### src/rtl/leading_bits_inserter.sv
// Multi-cycle leading-bit inserter: logical right shift with configurable fill,
// one binary-weighted stage per cycle, plus a sticky OR of every bit shifted out.
module leading_bits_inserter #(
  parameter int unsigned INPUT_VECTOR_WIDTH = 64,
  parameter int unsigned COUNT_VECTOR_WIDTH = $clog2(INPUT_VECTOR_WIDTH),
  parameter logic        BIT_TO_INSERT      = 1'b0
) (
  input  logic                          clock,
  input  logic                          reset_n,
  input  logic                          input_valid,
  output logic                          input_ready,
  input  logic [INPUT_VECTOR_WIDTH-1:0] input_vector,
  input  logic [COUNT_VECTOR_WIDTH-1:0] count_vector,
  output logic                          output_valid,
  input  logic                          output_ready,
  output logic [INPUT_VECTOR_WIDTH-1:0] output_vector,
  output logic                          sticky_bit
);

  localparam int unsigned W  = INPUT_VECTOR_WIDTH;
  localparam int unsigned CW = COUNT_VECTOR_WIDTH;
  localparam logic [W-1:0] ONES = '1;

  typedef enum logic [1:0] {
    S_IDLE  = 2'd0,
    S_SHIFT = 2'd1,
    S_DONE  = 2'd2
  } state_t;

  state_t         r_state, w_state;
  logic [CW-1:0]  r_stage, w_stage;
  logic [CW-1:0]  r_count, w_count;
  logic [W-1:0]   r_work, w_work;
  logic           r_sticky_acc, w_sticky_acc;
  logic [W-1:0]   r_out_vec, w_out_vec;
  logic           r_out_sticky, w_out_sticky;
  logic           r_out_valid, w_out_valid;
  logic           r_in_ready, w_in_ready;

  logic [W-1:0]   w_shifted;
  logic           w_lost;
  logic           w_stage_bit;
  logic [W-1:0]   w_step_vec;
  logic           w_step_sticky;

  // Shift right by amt, filling the vacated top positions with BIT_TO_INSERT.
  function automatic logic [W-1:0] shift_fill(input logic [W-1:0] v, input int unsigned amt);
    logic [W-1:0] fill_mask;
    fill_mask = ~(ONES >> amt);
    if (BIT_TO_INSERT) begin
      return (v >> amt) | fill_mask;
    end
    return v >> amt;
  endfunction

  // Mask of the amt least-significant positions, i.e. the bits a shift discards.
  function automatic logic [W-1:0] low_mask(input int unsigned amt);
    return ~(ONES << amt);
  endfunction

  // Stage k shifts by 2^k when captured count bit k is set.
  always_comb begin
    w_shifted   = r_work;
    w_lost      = 1'b0;
    w_stage_bit = 1'b0;
    for (int unsigned k = 0; k < CW; k++) begin
      if (r_stage == CW'(k)) begin
        w_shifted   = shift_fill(r_work, 32'(1) << k);
        w_lost      = |(r_work & low_mask(32'(1) << k));
        w_stage_bit = r_count[k];
      end
    end
    w_step_vec    = w_stage_bit ? w_shifted : r_work;
    w_step_sticky = r_sticky_acc | (w_stage_bit & w_lost);
  end

  // Next-state and registered-output logic.
  always_comb begin
    w_state      = r_state;
    w_stage      = r_stage;
    w_count      = r_count;
    w_work       = r_work;
    w_sticky_acc = r_sticky_acc;
    w_out_vec    = r_out_vec;
    w_out_sticky = r_out_sticky;
    w_out_valid  = r_out_valid;
    w_in_ready   = r_in_ready;

    case (r_state)
      S_IDLE: begin
        if (input_valid) begin
          w_state      = S_SHIFT;
          w_stage      = CW'(CW - 1);
          w_count      = count_vector;
          w_work       = input_vector;
          w_sticky_acc = 1'b0;
          w_in_ready   = 1'b0;
        end
      end
      S_SHIFT: begin
        w_work       = w_step_vec;
        w_sticky_acc = w_step_sticky;
        if (r_stage == '0) begin
          w_state      = S_DONE;
          w_out_vec    = w_step_vec;
          w_out_sticky = w_step_sticky;
          w_out_valid  = 1'b1;
        end else begin
          w_stage = r_stage - CW'(1);
        end
      end
      S_DONE: begin
        if (output_ready) begin
          w_state      = S_IDLE;
          w_out_vec    = '0;
          w_out_sticky = 1'b0;
          w_out_valid  = 1'b0;
          w_in_ready   = 1'b1;
        end
      end
      default: begin
        w_state      = S_IDLE;
        w_stage      = '0;
        w_out_vec    = '0;
        w_out_sticky = 1'b0;
        w_out_valid  = 1'b0;
        w_in_ready   = 1'b1;
      end
    endcase
  end

  always_ff @(posedge clock or negedge reset_n) begin
    if (!reset_n) begin
      r_state      <= S_IDLE;
      r_stage      <= '0;
      r_count      <= '0;
      r_work       <= '0;
      r_sticky_acc <= 1'b0;
      r_out_vec    <= '0;
      r_out_sticky <= 1'b0;
      r_out_valid  <= 1'b0;
      r_in_ready   <= 1'b1;
    end else begin
      r_state      <= w_state;
      r_stage      <= w_stage;
      r_count      <= w_count;
      r_work       <= w_work;
      r_sticky_acc <= w_sticky_acc;
      r_out_vec    <= w_out_vec;
      r_out_sticky <= w_out_sticky;
      r_out_valid  <= w_out_valid;
      r_in_ready   <= w_in_ready;
    end
  end

  assign input_ready   = r_in_ready;
  assign output_valid  = r_out_valid;
  assign output_vector = r_out_vec;
  assign sticky_bit    = r_out_sticky;

endmodule

### config.mk
export PLATFORM = sky130hd
export DESIGN_NAME = leading_bits_inserter
export DESIGN_NICKNAME = d
export VERILOG_FILES = /design/src/rtl/leading_bits_inserter.sv
export SDC_FILE = /design/constraint.sdc
export NUM_CORES = 1
export LEC_CHECK = 0
export CORE_UTILIZATION = 50
export CTS_BUF_LIST = sky130_fd_sc_hd__clkbuf_4
export DETAILED_ROUTE_END_ITERATION = 8
export GPL_TIMING_DRIVEN = 0
export PLACE_DENSITY_LB_ADDON = 0.25
export SLEW_MARGIN = 20
export SYNTH_ARGS = -nofsm -noshare
export SYNTH_HDL_FRONTEND = slang
export SYNTH_SLANG_ARGS = --single-unit
### constraint.sdc
create_clock -name clock -period 3.55 [get_ports clock]
set_input_delay 0.5325 -clock clock [delete_from_list [all_inputs] [get_ports clock]]
set_output_delay 0.5325 -clock clock [all_outputs]
set_load 0.02 [all_outputs]
* Word level (Yosys, flattened, before mapping)
Cells that the tools add are included.
** Operators by class
- Bitwise gates (word level) :: 5
- $add $sub $neg :: 1
- Muxes and demuxes :: 40
- Reduce and logical (&&, ||, !) cells :: 14
- Equal/unequal tests :: 11
** Operators by type and width (count)
- 2-to-1 mux 64 bit :: 10
- case mux 64 bit (3 select lines) :: 1
- case mux 64 bit (2 select lines) :: 1
- OR reduction 32 bit :: 1
- case mux 6 bit (3 select lines) :: 1
- 2-to-1 mux 1 bit :: 17
- OR reduction 16 bit :: 1
- == test 6 x 2 -> 1 bit, second input constant :: 2
- == test 6 x 3 -> 1 bit, second input constant :: 2
- 2-to-1 mux 6 bit :: 2
- AND reduction 3 bit :: 4
- case mux 1 bit (3 select lines) :: 3
- inequality test 2 bit, second input constant :: 4
- OR reduction 8 bit :: 1
- == test 6 x 1 -> 1 bit, second input constant :: 1
- zero test 6 bit :: 1
- 2-to-1 mux 2 bit :: 3
- case mux 2 bit (3 select lines) :: 1
- subtractor 6 x 1 -> 6 bit, second input constant :: 1
- AND reduction 2 bit :: 2
- OR reduction 4 bit :: 1
- inverter 1 bit :: 3
- == test 2 x 1 -> 1 bit, second input constant :: 1
- == test 2 bit, second input constant :: 1
- 6 further kinds :: 6
** Storage, ports and cells
- Word-level logic and storage cells :: 80
- Bits in registers :: 146
- Input port bits :: 74

* Logic depth before layout (Yosys ltp)
- Depth in word-level cells :: 11
- Gate-level depth with buffers :: 12

* Worst setup path before layout
No wires, ideal clock.
- Path type :: flip-flop to flip-flop
- From :: register r_stage[1]
- To :: register r_work[39]
- Arrival :: 2.514 ns
- Cell stages (with the launch flop) :: 11
- Required time :: 3.467 ns
- Slack :: 0.953 ns
- Setup time :: 0.083 ns
- Path buffers :: 2
- Cells stage by stage :: dfrtp_1 > inv_1 > ha_1 > and3b_1 > a2111oi_0 > o31a_4 > a22o_1 > buf_4 > buf_2 > a22oi_1 > o21ai_0
** On the way
- Cells in the longest elaborated chain, start to end :: 9
- Elaborated cells between the ends (all ways) :: 20
- Classes of those cells :: 5 x eq/ne; 14 x mux; 1 x reduce/logical
** RTL lines
- from (decl) :: RTL line 31 : logic [CW-1:0] r_stage, w_stage;
- from (signal assigned) :: RTL line 145 : r_stage <= w_stage;
- zero test 6 bit :: RTL line 67 : if (r_stage == CW'(k)) begin
- 2-to-1 mux 64 bit / 2-to-1 mux 1 bit (equally long branches) (6 in a row) :: RTL line 67
- 2-to-1 mux 64 bit * :: RTL line 73 : w_step_vec = w_stage_bit ? w_shifted : r_work;
- case mux 64 bit (2 select lines) * :: RTL line 89 : case (r_state)
- to (signal assigned) :: RTL line 147 : r_work <= w_work;
- to (decl) :: RTL line 33 : logic [W-1:0] r_work, w_work;
Mark *: on every way between the ends. The rest lies on a longest branch, timed or not.
A chain may end at the register's enable or synchronous reset.

* Final worst setup path
- From :: register r_stage[0]
- To :: register r_out_vec[57], in the netlist output_vector[57]
** On the way
- Cells in the longest elaborated chain, start to end :: 10
- Elaborated cells between the ends (all ways) :: 23
- Classes of those cells :: 6 x eq/ne; 15 x mux; 2 x reduce/logical
** RTL lines
- zero test 6 bit :: RTL line 67, 103
- 2-to-1 mux 64 bit / 2-to-1 mux 1 bit (equally long branches) (6 in a row) :: RTL line 67
- 2-to-1 mux 64 bit :: RTL line 73
- 2-to-1 mux 64 bit :: RTL line 103 : if (r_stage == '0) begin
- case mux 64 bit (3 select lines) :: RTL line 89
- to (signal assigned) :: RTL line 149 : r_out_vec <= w_out_vec;
- to (decl) :: RTL line 35 : logic [W-1:0] r_out_vec, w_out_vec;
Several ways; a longest one is shown, not always the timed one. The select of a mux whose other input is x is not followed.

==> metrics <==
status=complete, no violations; vias per cell=6.77; initial antenna violation count=2; post-CTS setup buffers=0; Yosys reg bits=around 150; max_slew headroom=around two fifths; clk sinks=146; die area=just over 0.02 sq mm; Post-synth EDFFs=0; critical path type=register to register; Die H=143 microns; Avg Inst Size Synth=7.99 sq um; num ports=roughly 140; worst-path maximum fanout=10; First DRT Iteration DRCs=about 1,600; first-pass GRT wire length=between 60,000 and 70,000 microns; Max Freq=294 MHz; clk_skew=0.0343 ns; initial core utilization=50.9%; largest net degree at the start of global routing=88; root buffer cell=clkbuf_4; fin cells=1,675; Worst-Skew Late Latency=0.60 ns; crit path DAT=3.93 ns; pwr dens=1150 mW/mm^2; Min Hold Slack=between 0.4 and 0.5 ns; row count=51; routed wire length=42,200 microns; Die X=roughly 140 microns; Hold Vio Cnt, Final=0; Placer Congestion=1.01; Static Leak=about 4.7 nW; worst r2r src=r_stage[0]; H-tree depth=4; Port Buffers=140; Worst EP required=4.08 ns; placed cells=1,642; DRC Markers=0; Seq/Total Area, Yosys=37.0%; total gr overflow=0; Core ar.=0.0194 sq mm; R2R depth=10; Max Cap Violations=0; Final period util=95.7%; CTS tree=done; vias in the first global route=10,700; clk slew on worst S/H paths=0.15 ns; HP Class=primary input to asynchronous set/reset pin; synth-to-layout area growth=21.2%; r2r endpoint=output_vector[57]; Fill cells=1,823; total of warnings raised by yosys=0; Nets=around 1,500; FF-to-FF setup slack=0.15 ns; post-DR wirelength/cell=about 25 microns; ANT nets after route=0; clock buffer depth=2; All-Layer GR Usage=42.5%; final max-slew violation count=0; Synth Flop Type=dfrtp_1; worst-margin pin slew=0.922 ns; setup TNS=0 ns; RSZ-0062 raised after global routing=no; Mapped Cells=around 1,200; asr flop ratio synth=100%; Distinct cells, synth=between 60 and 70; footprint of the multi-input gates=0.00546 sq mm; Worst setup EP type=register; Worst setup SP type=register; Final min period=3.40 ns; Post-Syn Area=0.00988 sq mm; Via Count=11,300; Final setup viols=0; DRT Pass-1 Iters=8; syn_nets=1,315; DP HPWL=31,100 microns; Reg area=between 0.003 and 0.004 sq mm; layout cells sized above 1=around 6.1%; Num CTS Buffers=17; Peak VDD IR=626 uV
through the flow:
step           instance area [sq um]  power, W  setup slack (ns)  utilization, %
3_5_place_dp                   11600    0.0122            -0.689            60.0
2_1_floorplan                   9880   0.00888             0.953               -
4_1_cts                        11900    0.0134            0.0316            61.6
3_3_place_gp                   11600    0.0121             -3.85            59.8
6_report                       12000    0.0138             0.154            61.7
5_1_grt                        12000    0.0145            0.0406            61.7
worst max-delay path: stages, from the launching register on:
cell and delay (ns):
dfrtp_1 0.48, inv_1 0.13, ha_1 0.24, nor2b_1 0.15, clkbuf_1 0.48, nand2_2 0.33, nor2_4 0.37, clkbuf_2 0.46
clkbuf_2 0.40, o221ai_1 0.20, nand2_1 0.10
synth_stat cells, types with 2 or more instances:
cell	count	area (sq um)
a211oi_1	3	22.5
a21boi_0	2	15.0
a21o_1	10	75.1
a21oi_1	54	270
a221oi_1	5	43.8
a22o_1	25	219
a22oi_1	43	323
a31o_1	10	87.6
a31o_2	2	17.5
a31oi_1	47	294
a32o_1	7	70.1
a32oi_1	41	359
and2_1	4	25.0
and3b_1	2	17.5
buf_1	11	41.3
buf_2	14	70.1
buf_4	8	60.1
buf_6	4	45.0
clkbuf_1	117	439
clkbuf_2	2	10.0
dfrtp_1	145	3630
ha_1	5	62.6
inv_1	33	124
mux2i_1	3	30.0
nand2_1	219	822
nand2b_1	7	43.8
nand3_1	25	125
nand4_1	2	12.5
nor2_1	55	206
nor2b_1	24	150
nor3_1	3	15.0
nor3b_1	2	15.0
nor4_1	13	81.3
o211ai_1	27	203
o21a_1	26	195
o21ai_0	59	295
o21ai_1	21	105
o221a_2	3	33.8
o221ai_1	35	307
o22a_1	8	70.1
o22ai_1	40	250
o31ai_1	5	37.5
o32ai_1	23	201
or3_1	21	131
xnor2_1	3	26.3
cell usage in the layout (no fill, tap or decap), types with 7 or more instances in the layout:
master,n
a21oi_1,54
a31o_1,10
buf_1,11
o22a_1,8
a32oi_1,41
a31oi_1,47
o21ai_0,59
nor2b_1,23
a32o_1,7
o32ai_1,23
nor2_1,54
nand2_1,218
a21o_1,10
buf_4,8
o21ai_1,21
inv_1,33
or3_1,21
a22o_1,25
clkbuf_4,17
nor4_1,13
dfrtp_1,145
nand3_1,25
clkbuf_2,8
nand2b_1,7
o21a_1,26
clkbuf_1,111
o22ai_1,40
buf_2,14
o211ai_1,27
o221ai_1,35
clkdlybuf4s50_1,139
a22oi_1,43
flip-flops by register name, indices dropped and copies added, names as in the netlist:
register	count
input_ready	1
output_valid	1
output_vector	64
r_count	6
r_stage	6
r_state	2
r_sticky_acc	1
r_work	64
sticky_bit	1
kinds of logic after synthesis:
group           count (synthesis)  synth area share (%)
mux                             4                 0.418
simple gates                  387                  17.6
flops                         146                  37.0
compound gates                502                  36.1
fa+ha+maj                       5                 0.633
xor+xnor                        3                 0.266
buf+inv                       189                  7.99
worst max-delay path by stage:
| stage | slack, ns | depth (start not counted) | to | from |
|---|---|---|---|---|
| finish | 0.15 | 10 | output_vector[57] | r_stage[0] |
| global route | 0.04 | 10 | output_vector[16] | r_stage[0] |
| CTS | 0.03 | 11 | r_work[25] | r_stage[0] |
| detailed placement | -0.69 | 10 | output_vector[57] | r_stage[0] |
| global placement | -3.85 | 1 | output_vector[16] | reset_n |
| floorplan | 0.95 | 10 | r_work[39] | r_stage[1] |
metal layers:
layer | wire (microns) | global-route usage [%] | share of wire [%]
met5 | 0 | 0 | 0
met4 | 1920 | 20.3 | 4.6
met3 | 4640 | 10.0 | 11
met2 | 18500 | 63.7 | 44
met1 | 17100 | 57.8 | 41
where the power goes:
| part | total (W) | switching [W] | internal, W |
|---|---|---|---|
| registers | 0.00307 | 0.000695 | 0.00238 |
| logic | 0.00960 | 0.00632 | 0.00327 |
| clock network | 0.00113 | 0.000708 | 0.000423 |
cell type report:
type | instances | area share, %
Multi-Input combinational cell | 901 | 45.6
Inverter | 33 | 1.03
Sequential cell | 146 | 30.5
Timing Repair Buffer | 142 | 12.1
Clock inverter | 14 | 1.29
Tap cell | 265 | 2.77
Antenna cell | 1 | 0.0209
Buffer | 156 | 5.62
Clock buffer | 17 | 1.07
what timing repair did:
item / in CTS / in global routing
resized for setup: 4 / 13
endpoints found under the hold margin: 59 / 0
setup endpoints to repair: 45 / 60
cloned: 0 / 0
hold buffers: 1 / 0
Power figures use the tool's default switching activity.
==> RTL edit (same flow settings) <==
The 3 states of `state_t` get a one-hot encoding in 3 bits.
--- a/src/rtl/leading_bits_inserter.sv
+++ b/src/rtl/leading_bits_inserter.sv
@@ -23,6 +23,6 @@
 
-  typedef enum logic [1:0] {
-    S_IDLE  = 2'd0,
-    S_SHIFT = 2'd1,
-    S_DONE  = 2'd2
+  typedef enum logic [2:0] {
+    S_IDLE  = 3'b001,
+    S_SHIFT = 3'b010,
+    S_DONE  = 3'b100
   } state_t;
Behaviour: no difference found for any inputs over 4 cycles, from zero or initial values and one cycle with reset_n low; so few cycles prove little.
==> RTL edit against the original RTL <==
Sequential cell count rose by 1. Critical path depth is 3 lower. First-iteration DRC count shrank 14%. Synthesized area is 0.87% lower. Critical endpoint is now r_work[10]$_DFFE_PN0P_. Via count about the same. Power down 0.79%. Sequential share of layout area increased by 0.57 points. Wire length down 6.0%. Final area decreased by 1.1%. Worst setup slack improved by 110 ps.
==> RTL edit: results (changes against the original RTL) <==
Placed Cells 1622 (-1.2%); met3 GRT Util 0.0888 (-0.0114); non-filler cells, final 1656 (-1.1%); synth top area cells dfrtp_1 (37%), a21oi_1 (7.2%), nand2_1 (5.3%); Hold WS 449 ps (+21.4 ps); WL met1 16200 µm (-5.5%); HPWL Detailed 29500 µm (-5.2%); Fmax 304 MHz (+3.3%); slowest stage delay, CP 680 ps (+200 ps); vias in the first global route 10600 (-0.15%); R2R cell count 7 (-3); r2r startpoint r_state[0]$_DFFE_PN1P_; leakage 0.00458 µW (-3.0%); drt pass-1 iters 7 (-1); post-synthesis sequential area ratio 0.376 (+0.00595); first-pass GRT wire length 60700 µm (-5.1%); met1 usage 0.526 (-0.0513); layout cells sized above 1 0.0731 (+0.0121); largest net degree at the start of global routing 79 (-10%); clock share of power 0.077 (-0.005); Via-to-Cell Ratio 6.86 (+1.2%); Switch Pwr 7900 µW (+2.3%); GP Congestion 1.02 (+1.4%); Clock Skews 25.5 ps (-8.83 ps); Wirelength per Cell 23.9 µm (-5.0%); DR WL met2 17700 µm (-4.1%); worst path arrival time 3740 ps (-190 ps); status completed; GRT met2 Usage 0.614 (-0.0230); Gate power share 0.705 (+0.010); pre-CTS WS 146 ps (+835 ps); P_int 5790 µW (-4.7%); Final #Nets 1461 (-1.0%); FF-to-FF End r_work[10]$_DFFE_PN0P_; Slew @ Worst Pin 1080 ps (+157 ps); maximum VDD drop 598 µV (-4.5%); Resize count post-CTS 0 (-4); Post-Syn Nets 1300 (-1.1%); Cells after Synth 1221 (-1.2%); R2R Setup Slk 260 ps (+110 ps)
-- RTL edit: cell count changes in the layout (fill, tap and decap cells not counted), sizes merged, moves of 21 or more --
cell	before	now
o21ai	80	110
o22a	8	31
a22oi	43	4
nand2	219	138
o21a	26	2
clkbuf	136	111
a21oi	54	141
a31oi	47	17
a211oi	4	33
o221ai	35	56
-- RTL edit: worst max path at each step --
stage / cells after the start / from / to
final: 7 / r_state[0]$_DFFE_PN1P_ / r_work[10]$_DFFE_PN0P_
after detailed placement: 9 / r_stage[0]$_DFFE_PN0P_ / output_vector[9]$_DFFE_PN0P_
after global placement: 1 / reset_n / output_vector[19]$_DFFE_PN0P_
after global routing: 11 / r_stage[0]$_DFFE_PN0P_ / output_vector[1]$_DFFE_PN0P_
after floorplan: 10 / r_stage[1]$_DFFE_PN0P_ / r_work[1]$_DFFE_PN0P_
after CTS: 9 / r_stage[0]$_DFFE_PN0P_ / output_vector[9]$_DFFE_PN0P_
-- RTL edit: worst max-delay path, delay by kind of cell (launching register included) --
kind | cells | cell delay, ps
simple gates | 5 | 2050
flops | 1 | 590
buf+inv | 1 | 340
compound gates | 1 | 160
-- RTL edit: kinds of logic (layout without fill, tap and decap cells) --
family / count (synthesis) / in the layout / share of synthesized area
buffers and inverters: 190 / 364 / 0.0800
AO/OA/AOI/OAI: 569 / 569 / 0.386
adder cells (fa/ha/maj): 5 / 5 / 0.00639
multiplexers: 10 / 10 / 0.0102
AND/OR/NAND/NOR: 300 / 300 / 0.141
flip-flops: 147 / 147 / 0.376
other: 0 / 1 / 0
-- RTL edit: layout make-up --
type                    count  area, µm²
repair buffers            142       1440
inverters                  41        154
well taps                 260        325
fillers                  1745       7120
multi-input cells         884       5330
clock buffers              17        128
flip-flops and latches    147       3680
plain buffers             149        632
diodes                      1       2.50
clock inverters            15        139
